[src/rtl/b_uart.sv]
// b_uart: runtime-programmable 8N1 UART with fractional-phase bit timers.
// Optional: define B_UART_FRAMING_CHECK_EN to discard frames whose stop bit samples 0.
`default_nettype none

module b_uart #(
    parameter int CLKFREQ = 1000000
) (
    input  logic        clk,
    input  logic        resetq,
    input  logic [31:0] baud,
    input  logic        rx,
    output logic        tx,
    input  logic        rd,
    input  logic        wr,
    output logic        valid,
    output logic        busy,
    input  logic [7:0]  tx_data,
    output logic [7:0]  rx_data
);

    localparam logic [32:0] FREQ = 33'(CLKFREQ);
    localparam logic [32:0] HALF = 33'(CLKFREQ / 2);

    typedef enum logic {
        TX_IDLE = 1'b0,
        TX_SEND = 1'b1
    } tx_state_e;

    typedef enum logic [1:0] {
        RX_IDLE  = 2'd0,
        RX_START = 2'd1,
        RX_DATA  = 2'd2,
        RX_STOP  = 2'd3
    } rx_state_e;

    tx_state_e   tx_state_q, tx_state_d;
    logic [32:0] tx_acc_q, tx_acc_d;
    logic [8:0]  tx_sh_q, tx_sh_d;
    logic [3:0]  tx_cnt_q, tx_cnt_d;
    logic        tx_q, tx_d;

    rx_state_e   rx_state_q, rx_state_d;
    logic [32:0] rx_acc_q, rx_acc_d;
    logic [7:0]  rx_sh_q, rx_sh_d;
    logic [2:0]  rx_cnt_q, rx_cnt_d;
    logic [7:0]  rx_data_q, rx_data_d;
    logic        valid_q, valid_d;
    logic        rx_s1_q, rx_s2_q;

    // acc stays below FREQ, so baud = 0 never ticks and the engines stall.
    logic [32:0] tx_sum, rx_sum, tx_step, rx_step;
    logic        tx_tick, rx_tick, stop_ok, rx_done;

    assign tx_sum  = tx_acc_q + {1'b0, baud};
    assign tx_tick = (tx_sum >= FREQ);
    assign tx_step = tx_tick ? (tx_sum - FREQ) : tx_sum;
    assign rx_sum  = rx_acc_q + {1'b0, baud};
    assign rx_tick = (rx_sum >= FREQ);
    assign rx_step = rx_tick ? (rx_sum - FREQ) : rx_sum;

`ifdef B_UART_FRAMING_CHECK_EN
    assign stop_ok = rx_s2_q;
`else
    assign stop_ok = 1'b1;
`endif

    always_comb begin
        tx_state_d = tx_state_q;
        tx_acc_d   = tx_acc_q;
        tx_sh_d    = tx_sh_q;
        tx_cnt_d   = tx_cnt_q;
        tx_d       = tx_q;
        unique case (tx_state_q)
            TX_IDLE: begin
                if (wr) begin
                    tx_state_d = TX_SEND;
                    tx_acc_d   = '0;
                    tx_sh_d    = {1'b1, tx_data};
                    tx_cnt_d   = '0;
                    tx_d       = 1'b0;
                end
            end
            TX_SEND: begin
                tx_acc_d = tx_step;
                if (tx_tick) begin
                    if (tx_cnt_q == 4'd9) begin
                        tx_state_d = TX_IDLE;
                        tx_d       = 1'b1;
                    end else begin
                        tx_d     = tx_sh_q[0];
                        tx_sh_d  = {1'b1, tx_sh_q[8:1]};
                        tx_cnt_d = tx_cnt_q + 4'd1;
                    end
                end
            end
            default: tx_state_d = TX_IDLE;
        endcase
    end

    always_comb begin
        rx_state_d = rx_state_q;
        rx_acc_d   = rx_acc_q;
        rx_sh_d    = rx_sh_q;
        rx_cnt_d   = rx_cnt_q;
        rx_data_d  = rx_data_q;
        rx_done    = 1'b0;
        unique case (rx_state_q)
            RX_IDLE: begin
                if (!rx_s2_q) begin
                    rx_state_d = RX_START;
                    rx_acc_d   = HALF;
                end
            end
            RX_START: begin
                rx_acc_d = rx_step;
                if (rx_tick) begin
                    rx_state_d = rx_s2_q ? RX_IDLE : RX_DATA;
                    rx_cnt_d   = '0;
                end
            end
            RX_DATA: begin
                rx_acc_d = rx_step;
                if (rx_tick) begin
                    rx_sh_d  = {rx_s2_q, rx_sh_q[7:1]};
                    rx_cnt_d = rx_cnt_q + 3'd1;
                    if (rx_cnt_q == 3'd7) rx_state_d = RX_STOP;
                end
            end
            RX_STOP: begin
                rx_acc_d = rx_step;
                if (rx_tick) begin
                    rx_state_d = RX_IDLE;
                    if (stop_ok) begin
                        rx_data_d = rx_sh_q;
                        rx_done   = 1'b1;
                    end
                end
            end
            default: rx_state_d = RX_IDLE;
        endcase
        // Completion beats a simultaneous rd.
        valid_d = rx_done ? 1'b1 : (rd ? 1'b0 : valid_q);
    end

    always_ff @(posedge clk or negedge resetq) begin
        if (!resetq) begin
            tx_state_q <= TX_IDLE;
            tx_acc_q   <= '0;
            tx_sh_q    <= '1;
            tx_cnt_q   <= '0;
            tx_q       <= 1'b1;
            rx_state_q <= RX_IDLE;
            rx_acc_q   <= '0;
            rx_sh_q    <= '0;
            rx_cnt_q   <= '0;
            rx_data_q  <= '0;
            valid_q    <= 1'b0;
            rx_s1_q    <= 1'b1;
            rx_s2_q    <= 1'b1;
        end else begin
            tx_state_q <= tx_state_d;
            tx_acc_q   <= tx_acc_d;
            tx_sh_q    <= tx_sh_d;
            tx_cnt_q   <= tx_cnt_d;
            tx_q       <= tx_d;
            rx_state_q <= rx_state_d;
            rx_acc_q   <= rx_acc_d;
            rx_sh_q    <= rx_sh_d;
            rx_cnt_q   <= rx_cnt_d;
            rx_data_q  <= rx_data_d;
            valid_q    <= valid_d;
            rx_s1_q    <= rx;
            rx_s2_q    <= rx_s1_q;
        end
    end

    assign tx      = tx_q;
    assign busy    = (tx_state_q == TX_SEND);
    assign valid   = valid_q;
    assign rx_data = rx_data_q;

endmodule

`default_nettype wire

[config.mk]
export PLATFORM = sky130hd
export DESIGN_NAME = b_uart
export DESIGN_NICKNAME = d
export VERILOG_FILES = /design/src/rtl/b_uart.sv
export SDC_FILE = /design/constraint.sdc
export NUM_CORES = 1
export LEC_CHECK = 0
export CORE_MARGIN = 2
export CORE_UTILIZATION = 55
export CTS_CLUSTER_DIAMETER = 150
export CTS_CLUSTER_SIZE = 20
export DETAILED_ROUTE_END_ITERATION = 10
export HOLD_SLACK_MARGIN = 0.05
export PLACE_DENSITY_LB_ADDON = 0.08
export SLEW_MARGIN = 10
export SYNTH_ARGS = -nofsm -noshare
export SYNTH_HDL_FRONTEND = slang
export SYNTH_SLANG_ARGS = --single-unit
[constraint.sdc]
create_clock -name clk -period 5.7 [get_ports clk]
set_input_delay 0.855 -clock clk [delete_from_list [all_inputs] [get_ports clk]]
set_output_delay 0.855 -clock clk [all_outputs]
set_load 0.02 [all_outputs]
# After elaboration in Yosys (flattened, before gate mapping)

Cells that the tools add are included.

$lt $le $gt $ge: 2
Multiplexer cells: 36
Add/sub/neg operators: 6
Bitwise operators: 1
Equal/unequal tests: 13
Reduce and logical (&&, ||, !) cells: 10

Operator list:

| kind                   | count |
|---|---|
| $mux 33                | 4 |
| $pmux 33 s2            | 2 |
| $add 33x32->33         | 2 |
| $ge 33x20->1 const B   | 2 |
| $sub 33x20->33 const B | 2 |
| $mux 9                 | 3 |
| $pmux 9 s2             | 1 |
| $ne 2x2->1 const B     | 7 |
| $mux 2                 | 6 |
| $mux 4                 | 3 |
| $mux 1                 | 10 |
| $pmux 2 s4             | 1 |
| $pmux 4 s2             | 1 |
| $mux 3                 | 2 |
| $pmux 3 s2             | 1 |
| $reduce_and 2->1       | 3 |
| $reduce_and 3->1       | 2 |
| $reduce_and 5->1       | 1 |
| $add 4x1->4 const B    | 1 |
| $eq 2x2->1 const B     | 2 |
| $eq 4x4->1 const B     | 1 |
| $pmux 1 s2             | 2 |
| $reduce_bool 2->1      | 2 |
| $add 3x1->3 const B    | 1 |
| other kinds (6)        | 6 |

Bits in registers: 105
Input bits: 45

# Longest topological paths before layout

Gate-level depths: netlist (run 1).

Word-level depth: 5
Depth in mapped cells: 17
Mapped depth without buffers: 16

# Worst setup path before layout (run 1)

No wires, ideal clock.

Kind: input to register
From: input baud[0]
To: register rx_sh_q[0]
Stages: 17
Slack: 844 ps
Arrival time: 4732 ps
Required time: 5575 ps
Buffers on the path: 1
Cells stage by stage: ha_1 -> fa_1 -> a211oi_2 -> o21ai_0 -> xnor2_1 -> inv_1 -> ha_1 -> nand2_1 -> or4_1 -> a2111oi_0 -> a221oi_1 -> o31ai_1 -> nor3_1 -> a21oi_1 -> and2_1 -> buf_2 -> mux2_2

Cells in the longest elaborated chain, start to end: 3

Ends and longest elaborated chain:

| what                              | RTL line | text |
|---|---|---|
| start, declared                   | 10       | `input logic [31:0] baud,` |
| $add 33x32->33                    | 57       | `assign rx_sum = rx_acc_q + {1'b0, baud};` |
| $ge 33x20->1                      | 58       | `assign rx_tick = (rx_sum >= FREQ);` |
| $reduce_and 2->1 (no source line) | n/a      |  |
| end signal, assigned              | 168      | `rx_sh_q <= rx_sh_d;` |
| end, declared                     | 44       | `logic [7:0] rx_sh_q, rx_sh_d;` |

No other way between the ends.
A chain may end at the register's enable or synchronous reset.

# Final worst setup path (run 1)

From: input baud[1]
To: register rx_data_q[2] (netlist: rx_data[2])

Cells in the longest elaborated chain, start to end: 3

Ends and longest elaborated chain:

| what                              | RTL line | text |
|---|---|---|
| $add 33x32->33                    | 57       |  |
| $ge 33x20->1                      | 58       |  |
| $reduce_and 2->1 (no source line) | n/a      |  |
| end signal, assigned              | 170      | `rx_data_q <= rx_data_d;` |
| end, declared                     | 46       | `logic [7:0] rx_data_q, rx_data_d;` |

No other way between the ends.

==> results of run 1 <==
## cells by family after synthesis
| logic type | synth area share |
|---|---|
| AND/OR/NAND/NOR | 0.188 |
| buffers and inverters | 0.0376 |
| multiplexers | 0.0297 |
| adder cells (fa/ha/maj) | 0.0988 |
| AO/OA/AOI/OAI | 0.294 |
| flip-flops | 0.275 |
| XOR/XNOR | 0.0772 |
## through the flow
step / utilization / setup TNS, ns / setup WS [ns]
floorplan: - / 0 / 0.844
global placement: 0.605 / 0 / 0.0877
detailed placement: 0.605 / -0.117 / -0.0236
CTS: 0.622 / 0 / 0.328
global route: 0.623 / 0 / 0.0193
finish: 0.623 / 0 / 0.392
## sequential cells by signal (all words and copies together) (netlist names), named ones only
register and cells:
rx_cnt_q 3, rx_s2_q 1, tx_sh_q 8, rx_acc_q 33
rx_s1_q 1, rx_data 8, tx_acc_q 33, valid 1
rx_sh_q 8, tx_cnt_q 4, busy 1, rx_state_q 1
tx 1
## placed cells by master, fill, tap and decap left out, types with 33 or more instances in the layout
| cell type | instances |
|---|---|
| sky130_fd_sc_hd__ha_1 | 72 |
| sky130_fd_sc_hd__dfrtp_1 | 93 |
| sky130_fd_sc_hd__xnor2_1 | 52 |
| sky130_fd_sc_hd__a21oi_1 | 103 |
| sky130_fd_sc_hd__o21ai_0 | 80 |
| sky130_fd_sc_hd__buf_4 | 33 |
| sky130_fd_sc_hd__nor2_1 | 47 |
| sky130_fd_sc_hd__nand3_1 | 41 |
| sky130_fd_sc_hd__nand2_1 | 106 |
| sky130_fd_sc_hd__clkdlybuf4s50_1 | 54 |
## power breakdown
group	internal [mW]	switching, mW
combinational	2.38	3.33
sequential	1.16	0.291
clock	0.323	0.307
total	3.86	3.93
## worst max-delay path, stage by stage
cell and delay (ns):
sky130_fd_sc_hd__clkdlybuf4s50_1 0.54, sky130_fd_sc_hd__ha_1 0.38, sky130_fd_sc_hd__a211oi_2 0.34, sky130_fd_sc_hd__o21ai_0 0.19
sky130_fd_sc_hd__buf_4 0.18, sky130_fd_sc_hd__o21ai_1 0.43, sky130_fd_sc_hd__a21boi_0 0.29, sky130_fd_sc_hd__or3_1 0.42
sky130_fd_sc_hd__a221oi_1 0.43, sky130_fd_sc_hd__o31ai_2 0.15, sky130_fd_sc_hd__nor3_2 0.47, sky130_fd_sc_hd__nand2_1 0.14
sky130_fd_sc_hd__nand3_1 0.34, sky130_fd_sc_hd__mux2_2 0.39
## how the worst max path moves through the flow
stage	end	startpoint	slack, ns
global placement	rx_sh_q[7]	baud[0]	0.09
CTS	rx_sh_q[6]	baud[0]	0.33
finish	rx_data[2]	baud[1]	0.39
global route	rx_sh_q[2]	baud[1]	0.02
floorplan	rx_sh_q[0]	baud[0]	0.84
detailed placement	rx_sh_q[6]	baud[0]	-0.02
## final cells by class
class	instances	area, um^2	area share
Tap cell	225	282	0.0264
Clock inverter	5	41.3	0.00387
Inverter	30	113	0.0106
Sequential cell	104	2620	0.245
Multi-Input combinational cell	941	6570	0.616
Clock buffer	11	253	0.0237
Timing Repair Buffer	87	788	0.0740
## what timing repair did
action	CTS	global route
hold buffers	0	0
gates resized for setup	0	1
setup endpoints to repair	0	11
## metal layers
metal	wire length, um	vias to the layer above	part of all wire
li1	-	4375	-
met1	12300	4268	0.46
met2	12000	304	0.45
met3	1660	53	0.062
met4	616	0	0.023
met5	0	-	0
==> results, run 1 <==
- The worst hold path terminates at rx_s2_q.
- The proportion of register bits with asynchronous set or reset after synthesis is 1.00.
- Data arrives at the worst endpoint at 5.56 ns.
- The final-report setup violation count is 0.
- The routed design could run at a clock period as short as 5.31 ns.
- The worst setup path is captured at a flop.
- The count of final max-slew check failures is 0.
- The final count of hold timing violations is 0.
- The required time reported for the critical path endpoint is 5.95 ns.
- The worst relative slew slack is 0.352.
- The first global-routing pass estimated 43700 um of wire.
- The via-per-instance ratio is 6.41.
- In this run the remaining antenna-violating nets after routing total 0.
- For this run the aggregate overflow at the end of global routing stands at 0.
- The die covers 18400 um^2.
- The global-route met3 utilization is 0.0524.
- Setup repair after global routing left no endpoint under its margin.
- The TritonCTS clock tree is done.
- Clock tree synthesis found a total of 104 sinks.
- The unique cell type count in the Yosys netlist is 82.
- The most common cell in the synthesized netlist is sky130_fd_sc_hd__nand2_1.
- The area growth from synthesis to layout is 12.0%.
- For the pin with the worst max-slew slack, the measured transition is 0.972 ns.
- Of the available clock period, the critical path in the final layout requires 0.931.
- The average instance in the mapped netlist occupies 8.38 um^2.
- Of the synthesized area, sequential elements account for 0.275.
- The startpoint identified for the worst hold timing path is rx_s1_q.
- The worst IR drop on VDD is 0.000340 V.
- The met2 global-route usage is 0.473.
- The run finished with clean final reports.
- The end of the worst register-to-register path is rx_sh_q[7].
- Across all layers, the routed design uses 9000 vias.
- The cell count after synthesis came out at 1136.
- The library cell used as clock root buffer is sky130_fd_sc_hd__clkbuf_16.
- The critical-path maximum fanout is 9.
- The routed design has 26600 um of wire.
- The power consumption is 7.79 mW.
- The ratio of total power to cell area is 731 nW/um^2.
- The max-capacitance violation count is 0.
- The fraction of final layout cells with drive strength greater than 1 is 0.101.
- The cell area after technology mapping is 9520 um^2.
- The kind of start point of the critical path is an input port.
- For this run, the leading register cell type out of synthesis is sky130_fd_sc_hd__dfrtp_1.
- The met1 track demand over resource in global routing is 0.411.
- The number of antenna violations at the first check in global routing is 0.
- Counting instances in the post-synthesis netlist gives the leading cell types as sky130_fd_sc_hd__nand2_1 (106), sky130_fd_sc_hd__a21oi_1 (103), sky130_fd_sc_hd__dfrtp_1 (93), sky130_fd_sc_hd__o21ai_0 (80), sky130_fd_sc_hd__ha_1 (72).
- Yosys attributes the largest share of cell area to sky130_fd_sc_hd__dfrtp_1 (24%), sky130_fd_sc_hd__ha_1 (9.5%), sky130_fd_sc_hd__a21oi_1 (5.4%).
- The type of the most critical hold path is flop to flop.
- The number of nets in the layout is 1292.
- Input and output buffers added on the ports amount to 55.
- The count of cells along the worst register-to-register path is 16.
- The slack of the worst reg-to-reg path is 1.05 ns.
- The instance count after placement with tap cells included is 1387.
- Row generation in the floorplan step produced 48 rows.
- The wire length per cell is 19.0 um.
- The die boundary width is 136 um.
- Derived from the worst setup path, the maximum achievable clock frequency is 0.188 GHz.
- The number of fillers in the final layout is 1518.
- The start-to-end type of the worst setup path is input port to flop.
- For this configuration, the core starts out at a cell density of 0.556.
- The clock-pin slew on the worst setup and hold paths is 0.08 ns.
- The clock latency at the later pin of the worst-skew pair is 0.36 ns.
- The routability congestion estimate from global placement is 0.928.
- The biggest area consumer among synthesized cells is sky130_fd_sc_hd__dfrtp_1.
- The longest clock path from root to sink contains 2 buffers.
- The share of the synthesized area in the top cell type is 0.244.
- Entering global routing, the biggest net connects 56 pins.
- The floorplan step defined a core boundary enclosing 17100 um^2.
- Summing all placed instances gives a cell area of 10400 um^2.
- The count of H-tree levels built during CTS is 3.
- The post-synthesis register bit count is 104.
- The final instance count without filler cells is 1403.
- The synthesized design contains 0 enable-type register cells.
- The worst flop-to-flop path startpoint is rx_acc_q[0].
- Across every metal layer, demand over resource in global routing totals 0.296.
- When the netlist entered floorplanning its net count stood at 1255.
- In the routed design, unresolved DRC markers number 0.
- The number of CTS-inserted buffers is 9.
- met2 is the most crowded layer.
- 0 antenna diodes ended up in the layout.
- The pre-antenna-repair detailed-routing pass consisted of 6 iterations.
- After the first detailed-routing iteration, the DRC count stood at 768.
- Detailed placement finished with a half-perimeter wire length of 20100 um.
- 56 I/O pins were placed.
- The leakage component of the power is 4.38 nW.
- Buffers added to address setup during post-CTS repair amount to 0.
- The number of synthesis warnings is 0.
- The clock arrives with 0.0129 ns of skew.
- The height of the chip is 136 um.
- The number of global-route vias before repair is 8591.
- The post-route cell area is 10700 um^2.
- The smallest hold slack is 0.356 ns.
- Along the worst hold path, the cell count comes to 0.
(Power assumes the default switching activity.)
==> run 2: changes to the inputs <==
--- a/config.mk
+++ b/config.mk
@@ -6,9 +6,9 @@
 export NUM_CORES = 1
 export LEC_CHECK = 0
 export CORE_MARGIN = 2
-export CORE_UTILIZATION = 55
+export CORE_UTILIZATION = 60
 export CTS_CLUSTER_DIAMETER = 150
-export CTS_CLUSTER_SIZE = 20
+export CTS_CLUSTER_SIZE = 25
 export DETAILED_ROUTE_END_ITERATION = 10
 export HOLD_SLACK_MARGIN = 0.05
 export PLACE_DENSITY_LB_ADDON = 0.08
==> run 2 against run 1 <==
Net effect:
- critical path depth grew 5
- routed wire length shrank 2.5%
- sequential share of layout area about the same
- final area decreased by 0.14%
- via count grew 0.72%
- global-route usage rose by 1.6 points
- register-to-register slack lost 0.06 ns
- final cell count down 0.57%
- first-iteration DRC count fell by 7.4%
- critical path type unchanged
- largest cell class unchanged
==> results, run 2 (synthesized netlist as in run 1, its figures left out) <==
- The required time reported for the critical path endpoint is 5.95 ns.
- The fraction of final layout cells with drive strength greater than 1 is 0.101.
- CTS built an H-tree with a depth of 3.
- Of the total power, combinational logic draws 0.732.
- The count of hold-fix buffers inserted at cts is 0.
- The sort of element at the end of the critical path is a flop.
- The final critical path time including I/O delays and setup is 5.31 ns.
- Dividing the detail-routed wire length by the instance count gives 18.6 um.
- Setup repair after global routing left no endpoint under its margin.
- The cell sitting at the root of the clock tree is a sky130_fd_sc_hd__clkbuf_16.
- The start-to-end type of the worst setup path is input port to flop.
- Once placement finished, the instance area stood at 10400 um^2.
- The worst-path cell with the longest stage delay is sky130_fd_sc_hd__or4_1.
- The largest incremental delay on the critical path is 0.52 ns.
- The later pin in the worst-skew pair is clocked with a latency of 0.37 ns.
- The final-report setup violation count is 0.
- At the end of the flow, the number of nets in the layout was 1293.
- The maximum clock rate is 0.188 GHz.
- The first-pass GRT wire length is 42100 um.
- The die is 130 um wide.
- The library cell used most frequently in the layout, excluding fill and tap cells, is sky130_fd_sc_hd__nand2_1.
- The clock-pin slew on the worst setup and hold paths is 0.08 ns.
- In this run the vertical extent of the chip is 130 um.
- The total die area is 16900 um^2.
- The worst setup margin is 0.386 ns.
- The number of antenna violations at the first check in global routing is 0.
- The total negative slack for setup checks is 0 ns.
- The quantity of gates resized following cts is 0.
- The final count of hold timing violations is 0.
- Dividing the final minimum period by the clock period gives 0.932.
- The count of buffer and inverter cells on the critical path is 4.
- In this run the remaining antenna-violating nets after routing total 0.
- The flow ran to the end, and the final reports show no timing, DRC or antenna violations.
- The count of buffers inserted at the top-level ports is 55.
- The internal power contribution is 3.85 mW.
- The type of the most critical hold path is flop to flop.
- 0 antenna diodes ended up in the layout.
- The share of total power dissipated in sequential elements is 0.187.
- The core region is 15700 um^2.
- For this design the top-level I/O count stands at 56.
- The layout overhead on the synthesized area is 11.8%.
- The count of final max-slew check failures is 0.
- For this run, design rule violations remaining after detail routing come to 0.
- The count of buffers added by post-CTS timing repair for setup is 0.
- The via-per-instance ratio is 6.50.
- Summed over all layers, the global routing overflow is 0.
- The kind of cell with the highest combined delay along the critical path is compound AO/OA/AOI/OAI gates.
- The leakage component of the power is 4.39 nW.
- Of the total power, the share spent switching nets is 0.504.
- The worst-case IR drop observed on VDD is 0.000390 V.
- At the end of routability-driven placement, the weighted congestion stood at 0.964.
- The kind of start point of the critical path is an input port.
- For the final database, setup skew stands at 0.00700 ns.
- The transition time at the pin with the least slew margin is 0.946 ns.
- For this run, the total global-route usage over all layers was measured as 0.312.
- The number of global-route vias before repair is 8497.
- The CTS sink count is 104.
- The largest registers in the layout are rx_acc_q x33, tx_acc_q x33.
- The via total after detailed routing is 9065.
- Of all nets on the critical path, the largest fanout is 10.
- The max-capacitance violation count is 0.
- The initial utilization of the core area, before any placement, comes to 0.606.
- TritonCTS built the clock tree.
- The overall routed net length is 26000 um.
- The maximum buffer depth of the clock tree is 2.
- The worst relative slew slack is 0.369.
- The number of CTS-inserted buffers is 9.
- The area occupied by multi-input gates is 6560 um^2.
- Before antenna repair, the detailed router went through 5 iterations.
- In this run the power spent charging and discharging nets is 3.91 mW.
- The largest net degree at the start of global routing is 57.
- Summing all non-filler instances in the final layout gives an area of 10600 um^2.
- Dividing total power by cell area gives a power density of 730 nW/um^2.
- The number of core rows is 46.
- The DRC violation total after the first TritonRoute iteration is 711.
- After filler insertion, the fill cell instance count of the layout stands at 1356.
- The clock share of power is 0.080.
- The top cell types in the final layout, fill and taps aside, are sky130_fd_sc_hd__nand2_1 (106), sky130_fd_sc_hd__a21oi_1 (103), sky130_fd_sc_hd__dfrtp_1 (93).
- The area taken by flip-flops and latches is 2620 um^2.
- After legalization and detailed placement, the total HPWL measured 19700 um.
- The pre-CTS setup slack is -0.00362 ns.
- The critical path goes through clkdlybuf4s50_1, ha_1, fa_1, a211oi_2, o21ai_0, xnor2_1, inv_1, ha_1, nand2_1, or4_1, a2111oi_0, a221oi_1, o31ai_1, buf_4, nor3_2, buf_4, nand2_1, nand3_1, mux2_2.
- For the worst setup path, the data arrival time is 5.57 ns.
run 2: cell count changes in the layout (fill, tap and decap cells not counted):
cell	delta
sky130_fd_sc_hd__clkbuf_8	-2
sky130_fd_sc_hd__clkinv_2	+1
sky130_fd_sc_hd__o31ai_1	+1
sky130_fd_sc_hd__clkinvlp_4	-2
sky130_fd_sc_hd__inv_8	+2
sky130_fd_sc_hd__inv_6	+1
sky130_fd_sc_hd__buf_4	+1
sky130_fd_sc_hd__o31ai_2	-1
run 2: layout make-up:
class                      instances  area share
clock inverter                     7     0.00588
timing repair buffer              88      0.0748
clock buffer                       9      0.0212
multi-input combinational        941       0.616
tap                              216      0.0254
inverter                          30      0.0106
sequential                       104       0.246
run 2: power by group through the flow:
stage	clock, mW	combinational (mW)	sequential [mW]
floorplan	0	4.28	1.38
global placement	0	5.50	1.45
detailed placement	0	5.57	1.46
CTS	0.637	5.60	1.45
global route	0.660	6.28	1.49
finish	0.623	5.69	1.45
run 2: metal layers:
| layer | share of wire | track usage | vias up | wire length [um] |
|---|---|---|---|---|
| li1 | - | - | 4383 | - |
| met1 | 0.46 | 0.436 | 4353 | 12000 |
| met2 | 0.46 | 0.503 | 279 | 11800 |
| met3 | 0.060 | 0.0529 | 50 | 1560 |
| met4 | 0.021 | 0.0822 | 0 | 533 |
| met5 | 0 | 0 | - | 0 |
run 2: per-stage QoR:
step | hold WS [ns] | total power, mW | util | cells
global route | 0.364 | 8.44 | 0.677 | 1395
floorplan | 0.345 | 5.66 | - | 1136
detailed placement | 0.351 | 7.03 | 0.659 | 1379
CTS | 0.363 | 7.69 | 0.677 | 1395
finish | 0.361 | 7.76 | 0.677 | 1395
global placement | 0.346 | 6.94 | 0.659 | 1379
run 2: path summary, 6_finish.rpt:
| kind | from | endpoint | depth (start not counted) | slack [ns] |
|---|---|---|---|---|
| setup / recovery | baud[0] | rx_data[0] | 19 | 0.39 |
| max in group asynchronous | resetq | rx_acc_q[24] | 2 | 3.99 |
| setup reg to reg | rx_acc_q[0] | rx_data[0] | 18 | 0.99 |
| hold reg to reg | rx_s1_q | rx_s2_q | 0 | 0.36 |
| min in group asynchronous | resetq | rx_acc_q[11] | 1 | 0.50 |
| hold / removal | rx_s1_q | rx_s2_q | 0 | 0.36 |
